## src/rtl/keypad_pkg.sv

```systemverilog
// Shared types and parameter checks for the matrix keypad scanner.
package keypad_pkg;

    typedef enum logic [1:0] {
        ST_IDLE,
        ST_PRESSED,
        ST_MULTI
    } state_t;

    typedef enum logic [1:0] {
        RES_NONE,
        RES_SINGLE,
        RES_MULTI
    } kind_t;

    function automatic bit params_ok(
        input int rows,
        input int cols,
        input int scan_div,
        input int debounce
    );
        return (rows >= 2) && (rows <= 8) &&
               (cols >= 2) && (cols <= 8) &&
               (scan_div >= 3) && (debounce >= 1);
    endfunction

    function automatic int code_width(input int rows, input int cols);
        return (rows * cols > 1) ? $clog2(rows * cols) : 1;
    endfunction

endpackage

```

## src/rtl/keypad_debounce.sv

```systemverilog
// Frame-result debouncer and committed-state FSM with output pulses.
module keypad_debounce
    import keypad_pkg::*;
#(
    parameter int DEBOUNCE = 3,
    parameter int CODE_W   = 4
) (
    input  logic              clk,
    input  logic              rst_n,
    input  logic              frame_end,
    input  logic [1:0]        kind,
    input  logic [CODE_W-1:0] code,
    output logic [CODE_W-1:0] key_code,
    output logic              key_valid,
    output logic              key_release,
    output logic              key_held,
    output logic              multi_key
);

    localparam int CNT_W = $clog2(DEBOUNCE + 1);

    state_t            state;
    state_t            state_nx;
    logic [1:0]        prev_kind;
    logic [CODE_W-1:0] prev_code;
    logic [CNT_W-1:0]  stable_cnt;
    logic [CNT_W-1:0]  cnt_nx;
    logic [CODE_W-1:0] code_nx;
    logic              valid_nx;
    logic              release_nx;
    logic              same;
    logic              differs;

    always_comb begin
        same = (kind == prev_kind) &&
               ((kind != RES_SINGLE) || (code == prev_code));
        if (!same)
            cnt_nx = CNT_W'(1);
        else if (stable_cnt == CNT_W'(DEBOUNCE))
            cnt_nx = stable_cnt;
        else
            cnt_nx = stable_cnt + CNT_W'(1);
    end

    // A frame result "differs" when committing it would change what is reported.
    always_comb begin
        differs = 1'b0;
        case (state)
            ST_IDLE:    differs = (kind != RES_NONE);
            ST_PRESSED: differs = (kind != RES_SINGLE) || (code != key_code);
            default:    differs = (kind != RES_MULTI);
        endcase
    end

    always_comb begin
        state_nx   = state;
        code_nx    = key_code;
        valid_nx   = 1'b0;
        release_nx = 1'b0;
        if (frame_end && (cnt_nx == CNT_W'(DEBOUNCE)) && differs) begin
            case (kind)
                RES_SINGLE: begin
                    state_nx = ST_PRESSED;
                    code_nx  = code;
                    valid_nx = 1'b1;
                end
                RES_MULTI: begin
                    state_nx = ST_MULTI;
                end
                default: begin
                    state_nx   = ST_IDLE;
                    release_nx = 1'b1;
                end
            endcase
        end
    end

    always_ff @(posedge clk or negedge rst_n) begin
        if (!rst_n) begin
            state       <= ST_IDLE;
            key_code    <= '0;
            key_valid   <= 1'b0;
            key_release <= 1'b0;
            prev_kind   <= RES_NONE;
            prev_code   <= '0;
            stable_cnt  <= '0;
        end else begin
            state       <= state_nx;
            key_code    <= code_nx;
            key_valid   <= valid_nx;
            key_release <= release_nx;
            if (frame_end) begin
                prev_kind  <= kind;
                prev_code  <= code;
                stable_cnt <= cnt_nx;
            end
        end
    end

    assign key_held  = (state == ST_PRESSED);
    assign multi_key = (state == ST_MULTI);

endmodule

```

## src/rtl/keypad_scanner.sv

```systemverilog
// Column-scanning keypad front end: row synchroniser, scan counters and
// per-frame accumulator feeding the debouncer.
module keypad_scanner
    import keypad_pkg::*;
#(
    parameter int ROWS     = 4,
    parameter int COLS     = 4,
    parameter int SCAN_DIV = 4,
    parameter int DEBOUNCE = 3,
    parameter int CODE_W   = code_width(ROWS, COLS)
) (
    input  logic              clk,
    input  logic              rst_n,
    input  logic [ROWS-1:0]   fila,
    output logic [COLS-1:0]   col,
    output logic [CODE_W-1:0] key_code,
    output logic              key_valid,
    output logic              key_release,
    output logic              key_held,
    output logic              multi_key
);

    localparam int N     = ROWS * COLS;
    localparam int DIV_W = $clog2(SCAN_DIV);
    localparam int COL_W = $clog2(COLS);

    if (!params_ok(ROWS, COLS, SCAN_DIV, DEBOUNCE)) begin : g_bad_params
        $error("keypad_scanner: parameter out of range");
    end

    logic [ROWS-1:0]   sync1;
    logic [ROWS-1:0]   sync2;
    logic [DIV_W-1:0]  dwell;
    logic [COL_W-1:0]  col_idx;
    logic [N-1:0]      acc;
    logic [N-1:0]      frame_bits;
    logic              sample;
    logic              frame_end;
    logic [1:0]        hits;
    kind_t             kind;
    logic [CODE_W-1:0] code;

    assign sample    = (dwell == DIV_W'(SCAN_DIV - 1));
    assign frame_end = sample && (col_idx == COL_W'(COLS - 1));
    assign col       = COLS'(1) << col_idx;

    // Merge the current column's rows so the last column lands in this frame.
    always_comb begin
        frame_bits = acc;
        for (int r = 0; r < ROWS; r++) begin
            for (int c = 0; c < COLS; c++) begin
                if (col_idx == COL_W'(c))
                    frame_bits[r*COLS + c] = sync2[r];
            end
        end
    end

    always_comb begin
        hits = 2'd0;
        code = '0;
        for (int i = 0; i < N; i++) begin
            if (frame_bits[i]) begin
                if (hits != 2'd2)
                    hits = hits + 2'd1;
                code = CODE_W'(i);
            end
        end
        unique case (1'b1)
            hits == 2'd0: kind = RES_NONE;
            hits == 2'd1: kind = RES_SINGLE;
            default:      kind = RES_MULTI;
        endcase
    end

    always_ff @(posedge clk or negedge rst_n) begin
        if (!rst_n) begin
            sync1   <= '0;
            sync2   <= '0;
            dwell   <= '0;
            col_idx <= '0;
            acc     <= '0;
        end else begin
            sync1 <= fila;
            sync2 <= sync1;
            if (sample) begin
                dwell   <= '0;
                col_idx <= frame_end ? '0 : col_idx + COL_W'(1);
                acc     <= frame_end ? '0 : frame_bits;
            end else begin
                dwell <= dwell + DIV_W'(1);
            end
        end
    end

    keypad_debounce #(
        .DEBOUNCE(DEBOUNCE),
        .CODE_W  (CODE_W)
    ) u_debounce (
        .clk        (clk),
        .rst_n      (rst_n),
        .frame_end  (frame_end),
        .kind       (kind),
        .code       (code),
        .key_code   (key_code),
        .key_valid  (key_valid),
        .key_release(key_release),
        .key_held   (key_held),
        .multi_key  (multi_key)
    );

endmodule

```

## config.mk

```make
export PLATFORM = sky130hd
export DESIGN_NAME = keypad_scanner
export DESIGN_NICKNAME = d
export VERILOG_FILES = /design/src/rtl/keypad_pkg.sv /design/src/rtl/keypad_debounce.sv /design/src/rtl/keypad_scanner.sv
export SDC_FILE = /design/constraint.sdc
export NUM_CORES = 1
export LEC_CHECK = 0
export CORE_ASPECT_RATIO = 1.1
export CORE_UTILIZATION = 55
export DETAILED_ROUTE_END_ITERATION = 7
export HOLD_SLACK_MARGIN = 0.05
export PLACE_DENSITY = 0.73
export SLEW_MARGIN = 0
export SYNTH_ARGS = -nofsm -noshare
export SYNTH_HDL_FRONTEND = slang
export SYNTH_SLANG_ARGS = --single-unit
```

## constraint.sdc

```tcl
create_clock -name clk -period 10.5 [get_ports clk]
set_input_delay 1.05 -clock clk [delete_from_list [all_inputs] [get_ports clk]]
set_output_delay 1.05 -clock clk [all_outputs]
set_load 0.02 [all_outputs]
```

* Yosys cells after proc, flatten, opt, wreduce, memory -nomap -nowiden
Index checks and enable logic that the tools add are counted.
** Storage, ports and cells
- Flip-flop bits (word level) :: 44
- Input bits :: 6
- Logic and storage cells :: 148
** Cells by class
- Add/sub/neg operators :: 18
- Equal/unequal tests :: 31
- Shift-type cells :: 1
- Muxes and demuxes :: 74
- Reductions and logical operators :: 12
** Operators with widths (count)
- $mux 2 :: 34
- $mux 4 :: 14
- $add 2x1->2 const B :: 18
- $ne 2x2->1 const B :: 16
- $mux 1 :: 22
- $mux 16 :: 1
- $eq 2x2->1 const B :: 7
- $eq 2x1->1 const B :: 4
- $pmux 2 s2 :: 2
- $logic_not 2->1 :: 3
- $eq 4x4->1 :: 1
- $logic_and 1x1->1 :: 4
- $ne 4x4->1 :: 1
- $shl 1x2->4 const A :: 1
- $eq 2x2->1 :: 1
- $logic_or 1x1->1 :: 2
- $ne 2x1->1 const B :: 1
- $pmux 1 s2 :: 1
- $reduce_and 2->1 :: 1
- $reduce_bool 2->1 :: 1
- $reduce_or 2->1 :: 1

* Longest topological paths before layout
- Depth after elaboration :: 58
- Depth in mapped cells :: 34

* By module
Synthesis repeated with hierarchy kept, for this count alone.
** Unflattened totals
- Cells, all modules :: 488
- Area total of the unflattened synthesis :: 4083.9 um^2
** By module, submodules not included
- keypad_scanner :: times used 1, cells each 426, area each 3291.9 um^2
- keypad_debounce :: times used 1, cells each 62, area each 792.0 um^2

* Worst setup path before layout
OpenSTA, ideal clock, no wires.
- Path kind :: register to register
- From :: register col_idx[0]
- To :: register u_debounce.key_code[0]
- Setup time :: 0.125 ns
- Data arrival time :: 7.529 ns
- Required time :: 10.375 ns
- Setup slack :: 2.846 ns
- Stages on the path, launching flop included :: 30
- Buffers on the path :: 2
- Period minus slack after synthesis :: 7.654 ns
- Cell sequence :: dfrtp_1 -> inv_1 -> ha_1 -> buf_6 -> mux2i_1 -> inv_1 -> ha_1 -> buf_1 -> or3b_1 -> a311oi_1 -> nor4_2 -> a2111oi_4 -> a311oi_4 -> o211a_1 -> nor2_2 -> a222oi_1 -> a22o_1 -> a2111oi_1 -> a221oi_2 -> xnor2_1 -> a21oi_1 -> o21ai_1 -> a31oi_1 -> ha_1 -> mux2_2 -> a41oi_1 -> nand2_1 -> o311a_4 -> nor4_4 -> mux2_4
** Between the ends
- Word-level cells in the longest chain between the ends :: 58
- Elaborated cells on any way between the ends :: 116
- Classes of those cells :: 15 x add/sub; 26 x eq/ne; 65 x mux; 10 x reduce/logical
** RTL lines
- start, declared :: RTL line keypad_scanner.sv:34 : logic [COL_W-1:0] col_idx;
- start signal, assigned :: RTL line keypad_scanner.sv:87 : col_idx <= frame_end ? '0 : col_idx + COL_W'(1);
- $logic_not 2->1 :: RTL line keypad_scanner.sv:52 : if (col_idx == COL_W'(c))
- $mux 1 :: RTL line keypad_scanner.sv:52
- $mux 1 :: RTL line keypad_scanner.sv:62 : if (frame_bits[i]) begin
- $add 2x1->2 / $ne 2x2->1 (equally long branches) :: RTL line keypad_scanner.sv:64, keypad_scanner.sv:63
- $mux 2 :: RTL line keypad_scanner.sv:63 : if (hits != 2'd2)
- $mux 2 :: RTL line keypad_scanner.sv:62
- $add 2x1->2 / $ne 2x2->1 (equally long branches) :: RTL line keypad_scanner.sv:64, keypad_scanner.sv:63
- $mux 2 :: RTL line keypad_scanner.sv:63
- (+41 left out)
- $pmux 2 s2 :: RTL line keypad_scanner.sv:68 : unique case (1'b1)
- $ne 2x1->1 :: RTL line keypad_debounce.sv:36, keypad_debounce.sv:50
- $logic_or 1x1->1 :: RTL line keypad_debounce.sv:36 : ((kind != RES_SINGLE) || (code == prev_code));
- $logic_and 1x1->1 :: RTL line keypad_debounce.sv:35 : same = (kind == prev_kind) &&
- $mux 2 :: RTL line keypad_debounce.sv:37 : if (!same)
- $eq 2x2->1 :: RTL line keypad_debounce.sv:60 : if (frame_end && (cnt_nx == CNT_W'(DEBOUNCE)) && differs) begin
- $logic_and 1x1->1 (2 in series) :: RTL line keypad_debounce.sv:60
- $reduce_and 2->1 (no line)
- end signal, assigned :: RTL line keypad_debounce.sv:89 : key_code <= code_nx;
- end, declared :: RTL line keypad_debounce.sv:13 : output logic [CODE_W-1:0] key_code,
Several ways; a longest one is shown, not always the timed one.
A chain may end at the register's enable or synchronous reset.

* Worst setup path after layout
Same ends and word-level chain as after synthesis.

==> parameters.txt <==
Parameter                              Value

Critical path
  Path type of the worst setup path ... reg2reg
  Element type at the critical path end ... flip-flop
  Flop2flop setup slack ... 2.02 ns
  Nature of the critical path startpoint ... flip-flop
  Arrival @ worst endpoint ... a little under 9 ns
  Data required time at the worst endpoint ... 10.68 ns
  Maximum fanout count along the critical path ... 10

Yosys
  Total nets after synthesis ... 494
  Fraction of post-synthesis cell area in the top cell type by area ... roughly 27%
  Yosys warns ... 0
  Yosys reg bits ... 44
  Most instantiated library cell after synthesis ... sky130_fd_sc_hd__nand2_1
  Top area cells in the synthesized netlist ... sky130_fd_sc_hd__dfrtp_1 27%, sky130_fd_sc_hd__nand2_1 4.8%, sky130_fd_sc_hd__mux2i_1 4.2%, sky130_fd_sc_hd__o21ai_0 3.7%, sky130_fd_sc_hd__ha_1 3.1%
  Synthesized area per cell ... 8.528 sq um
  Sequential fraction of the synthesis area ... between 20% and 30%
  Primary flip-flop cell chosen by synthesis mapping ... sky130_fd_sc_hd__dfrtp_1
  Mapped cell area ... 0.004076 sq mm
  Cell types with the highest counts after synthesis ... 52 x sky130_fd_sc_hd__nand2_1, 44 x sky130_fd_sc_hd__dfrtp_1, 32 x sky130_fd_sc_hd__nor2_1, 30 x sky130_fd_sc_hd__o21ai_0, 21 x sky130_fd_sc_hd__inv_1
  Netlist cell types ... 92
  EDFF count, synth ... 0
  Post-Syn Instances ... around 480
  Share of flip-flops with an asynchronous set or reset ... 100.0%
  Leading area contributor after synthesis ... sky130_fd_sc_hd__dfrtp_1

Global route
  Maximum number of pins on one net before global-route repair ... 45
  First-pass GRT wire length ... 17,040 um
  Final global-route overflow total ... 0
  Number of global-route vias before repair ... 3,637
  Number of antenna violations at the first check in global routing ... 0
  Total global-route track usage ... 26.67%

Job
  Max-capacitance violation count ... 0

Timing
  Minimum clock period ... 8.479 ns
  Highest Clock Rate ... 117.9 MHz
  Final setup violation count ... 0
  Setup repair after global routing missed its margin ... false
  Period Utilization, post-route ... about four fifths
  Post-route clock skew ... 0.007643 ns
  Normalized max-slew margin ... between 30% and 40%
  Summed negative setup slack over all endpoints ... 0 ns
  Final hold violation count ... 0
  Pin slew with the least headroom to its limit ... slightly below 1 ns
  Final count of pins violating max slew ... 0

Power and ir drop
  Power per standard cell area ... approximately 100 mW/mm^2
  Maximum VDD drop ... 0.0001351 V
  Leakage Power ... 0.001635 uW

CTS
  Clk sinks ... 44
  Worst-case clock buffer depth ... 2
  CTS H-tree depth ... 2
  CTS tree ... yes
  Clock buffers created by TritonCTS ... 5
  Worst-path clk slew ... about 0.080 ns
  Clock network latency to the later pin of the worst-skew pair ... 0.30 ns
  Root Driver ... sky130_fd_sc_hd__clkbuf_8
  Buffers inserted during post-CTS setup optimization ... 0
  Hold-fix buffer count after cts ... 0
  # resized after CTS ... 0

Placed design
  Routability congestion estimate ... 0.9081
  Placed Cells ... between 500 and 600
  Buffers added on ports ... 17
  Detail Placement HPWL ... 7426 um

Detailed routing
  Via count normalized by instance count ... slightly below 7
  Routed WL per cell ... around 17 um
  Number of search-and-repair iterations in the first detailed-routing pass ... 5
  Detailed-route DRC error count ... 0
  Drt total wl ... between 9000 and 10,000 um
  Total vias in the final route ... 3,825
  Initial DRC count ... around 350
  Count of antenna-violating nets left after detailed routing ... 0

Finish
  Layout-stage area growth over the synthesis result ... 6.630%
  Fraction of layout cells with a size suffix above 1 ... 10.19%
  FILL cells ... 625
  Post-route insts no fill ... 566
  N_diodes ... 0
  Area of the multi-input gates ... 0.002780 sq mm
  Register area ... 0.001101 sq mm
  Nets ... a little under 500

Floorplan
  Number of rows created at floorplan ... 32
  Die ar. ... between 0.007 and 0.008 sq mm
  I/O pin total ... 18
  Standard cell core area ... 0.007087 sq mm
  Width of the die ... approximately 84 um
  Starting utilization of the core area ... 57.52%
  Chip height ... around 92 um

Worst hold path
  Hold Crit Class ... reg2reg

Outcome
  Result of the run ... finished clean
## cell usage in the layout (no fill, tap or decap), types with 9 or more instances in the layout
master | Yosys | final
sky130_fd_sc_hd__nor3_1 | 15 | 15
sky130_fd_sc_hd__nor2_1 | 32 | 32
sky130_fd_sc_hd__mux2i_1 | 17 | 17
sky130_fd_sc_hd__o22ai_1 | 16 | 16
sky130_fd_sc_hd__o21ai_0 | 30 | 30
sky130_fd_sc_hd__xnor2_1 | 9 | 9
sky130_fd_sc_hd__dfrtp_1 | 44 | 44
sky130_fd_sc_hd__clkdlybuf4s50_1 | 0 | 16
sky130_fd_sc_hd__inv_1 | 21 | 21
sky130_fd_sc_hd__a21oi_1 | 18 | 18
sky130_fd_sc_hd__and2_1 | 9 | 9
sky130_fd_sc_hd__o211ai_1 | 11 | 11
sky130_fd_sc_hd__ha_1 | 10 | 10
sky130_fd_sc_hd__nand3_1 | 18 | 18
sky130_fd_sc_hd__nand2_1 | 52 | 52
## area by class of cell
cell class                      count  area share, %
Multi-Input combinational cell    391          63.96
Tap cell                           85          2.447
Timing Repair Buffer               17          3.800
Inverter                           21          1.813
Clock inverter                      3          1.065
Clock buffer                        5          1.583
Sequential cell                    44          25.33
## sequential cells by signal, indices dropped and copies added, names as in the netlist, 4 cells and up
name / flops
sync2: 4
acc: 16
sync1: 4
u_debounce.prev_code: 4
u_debounce.key_code: 4
## stage by stage
| stage | setup slack (ns) | utilization, % | total power [uW] | cell area, sq um | hold WS [ns] |
|---|---|---|---|---|---|
| after global placement | 2.400 | 59.71 | 322.1 | 4232 | 0.3321 |
| after detailed placement | 2.116 | 59.71 | 324.0 | 4232 | 0.3362 |
| final | 2.021 | 61.33 | 455.4 | 4347 | 0.3522 |
| after global routing | 1.312 | 61.33 | 479.7 | 4347 | 0.3601 |
| after floorplan | 2.846 | - | 291.1 | 4076 | 0.3312 |
| after CTS | 2.075 | 61.33 | 457.6 | 4347 | 0.3563 |
## power breakdown
| part | switching, uW | internal, uW | leakage [uW] | total, uW |
|---|---|---|---|---|
| logic | 75.8 | 52.8 | 0.00101 | 129 |
| registers | 13.3 | 181 | 0.000566 | 195 |
| clock network | 60.6 | 71.6 | 0.0000548 | 132 |
| total | 150 | 306 | 0.00164 | 455 |
## cells by family (layout without fill, tap and decap cells)
logic type | after synthesis | after routing | share of synthesized area (%)
compound gates | 165 | 165 | 31.86
xor+xnor | 18 | 18 | 4.420
fa+ha+maj | 10 | 10 | 3.069
buf+inv | 43 | 46 | 4.788
flops | 44 | 44 | 27.01
mux | 27 | 27 | 7.366
simple gates | 171 | 171 | 21.49
## metal layers
| metal | up-vias | track usage, % | routed length (um) |
|---|---|---|---|
| met5 | - | 0 | 0 |
| met4 | 0 | 9.052 | 180 |
| met3 | 20 | 2.763 | 389 |
| met2 | 115 | 45.49 | 4777 |
| met1 | 1858 | 35.47 | 4535 |
| li1 | 1832 | - | - |
## worst paths after layout
check                      startpoint                      to  cells after the start
setup / recovery           col_idx[0]  u_debounce.key_code[0]                     26
hold / removal               sync1[0]                sync2[0]                      0
setup reg to reg           col_idx[0]  u_debounce.key_code[0]                     26
hold reg to reg              sync1[0]                sync2[0]                      0
max in group asynchronous       rst_n  u_debounce.key_code[1]                      1
min in group asynchronous       rst_n                  acc[0]                      1
## worst max-delay path: stages (launching register included)
cell                        delay, ns
sky130_fd_sc_hd__dfrtp_1         0.42
sky130_fd_sc_hd__inv_1           0.11
sky130_fd_sc_hd__ha_1            0.40
sky130_fd_sc_hd__mux2i_1         0.42
sky130_fd_sc_hd__inv_1           0.12
sky130_fd_sc_hd__ha_1            0.43
sky130_fd_sc_hd__or3b_1          0.43
sky130_fd_sc_hd__a311oi_1        0.54
sky130_fd_sc_hd__nor4_2          0.13
sky130_fd_sc_hd__a2111oi_4       0.59
sky130_fd_sc_hd__a311oi_4        0.18
sky130_fd_sc_hd__o211a_1         0.31
sky130_fd_sc_hd__nor2_2          0.33
sky130_fd_sc_hd__a222oi_1        0.25
sky130_fd_sc_hd__a22o_1          0.31
sky130_fd_sc_hd__a2111oi_1       0.46
sky130_fd_sc_hd__a221oi_2        0.10
sky130_fd_sc_hd__xnor2_1         0.42
sky130_fd_sc_hd__a21oi_1         0.12
sky130_fd_sc_hd__o21ai_1         0.15
sky130_fd_sc_hd__a31oi_1         0.13
sky130_fd_sc_hd__ha_1            0.34
sky130_fd_sc_hd__o22ai_2         0.32
sky130_fd_sc_hd__nand2_1         0.17
sky130_fd_sc_hd__o311a_4         0.38
sky130_fd_sc_hd__nor4_4          0.46
sky130_fd_sc_hd__mux2_4          0.34
Note: power is estimated with default switching activity, not from simulation.
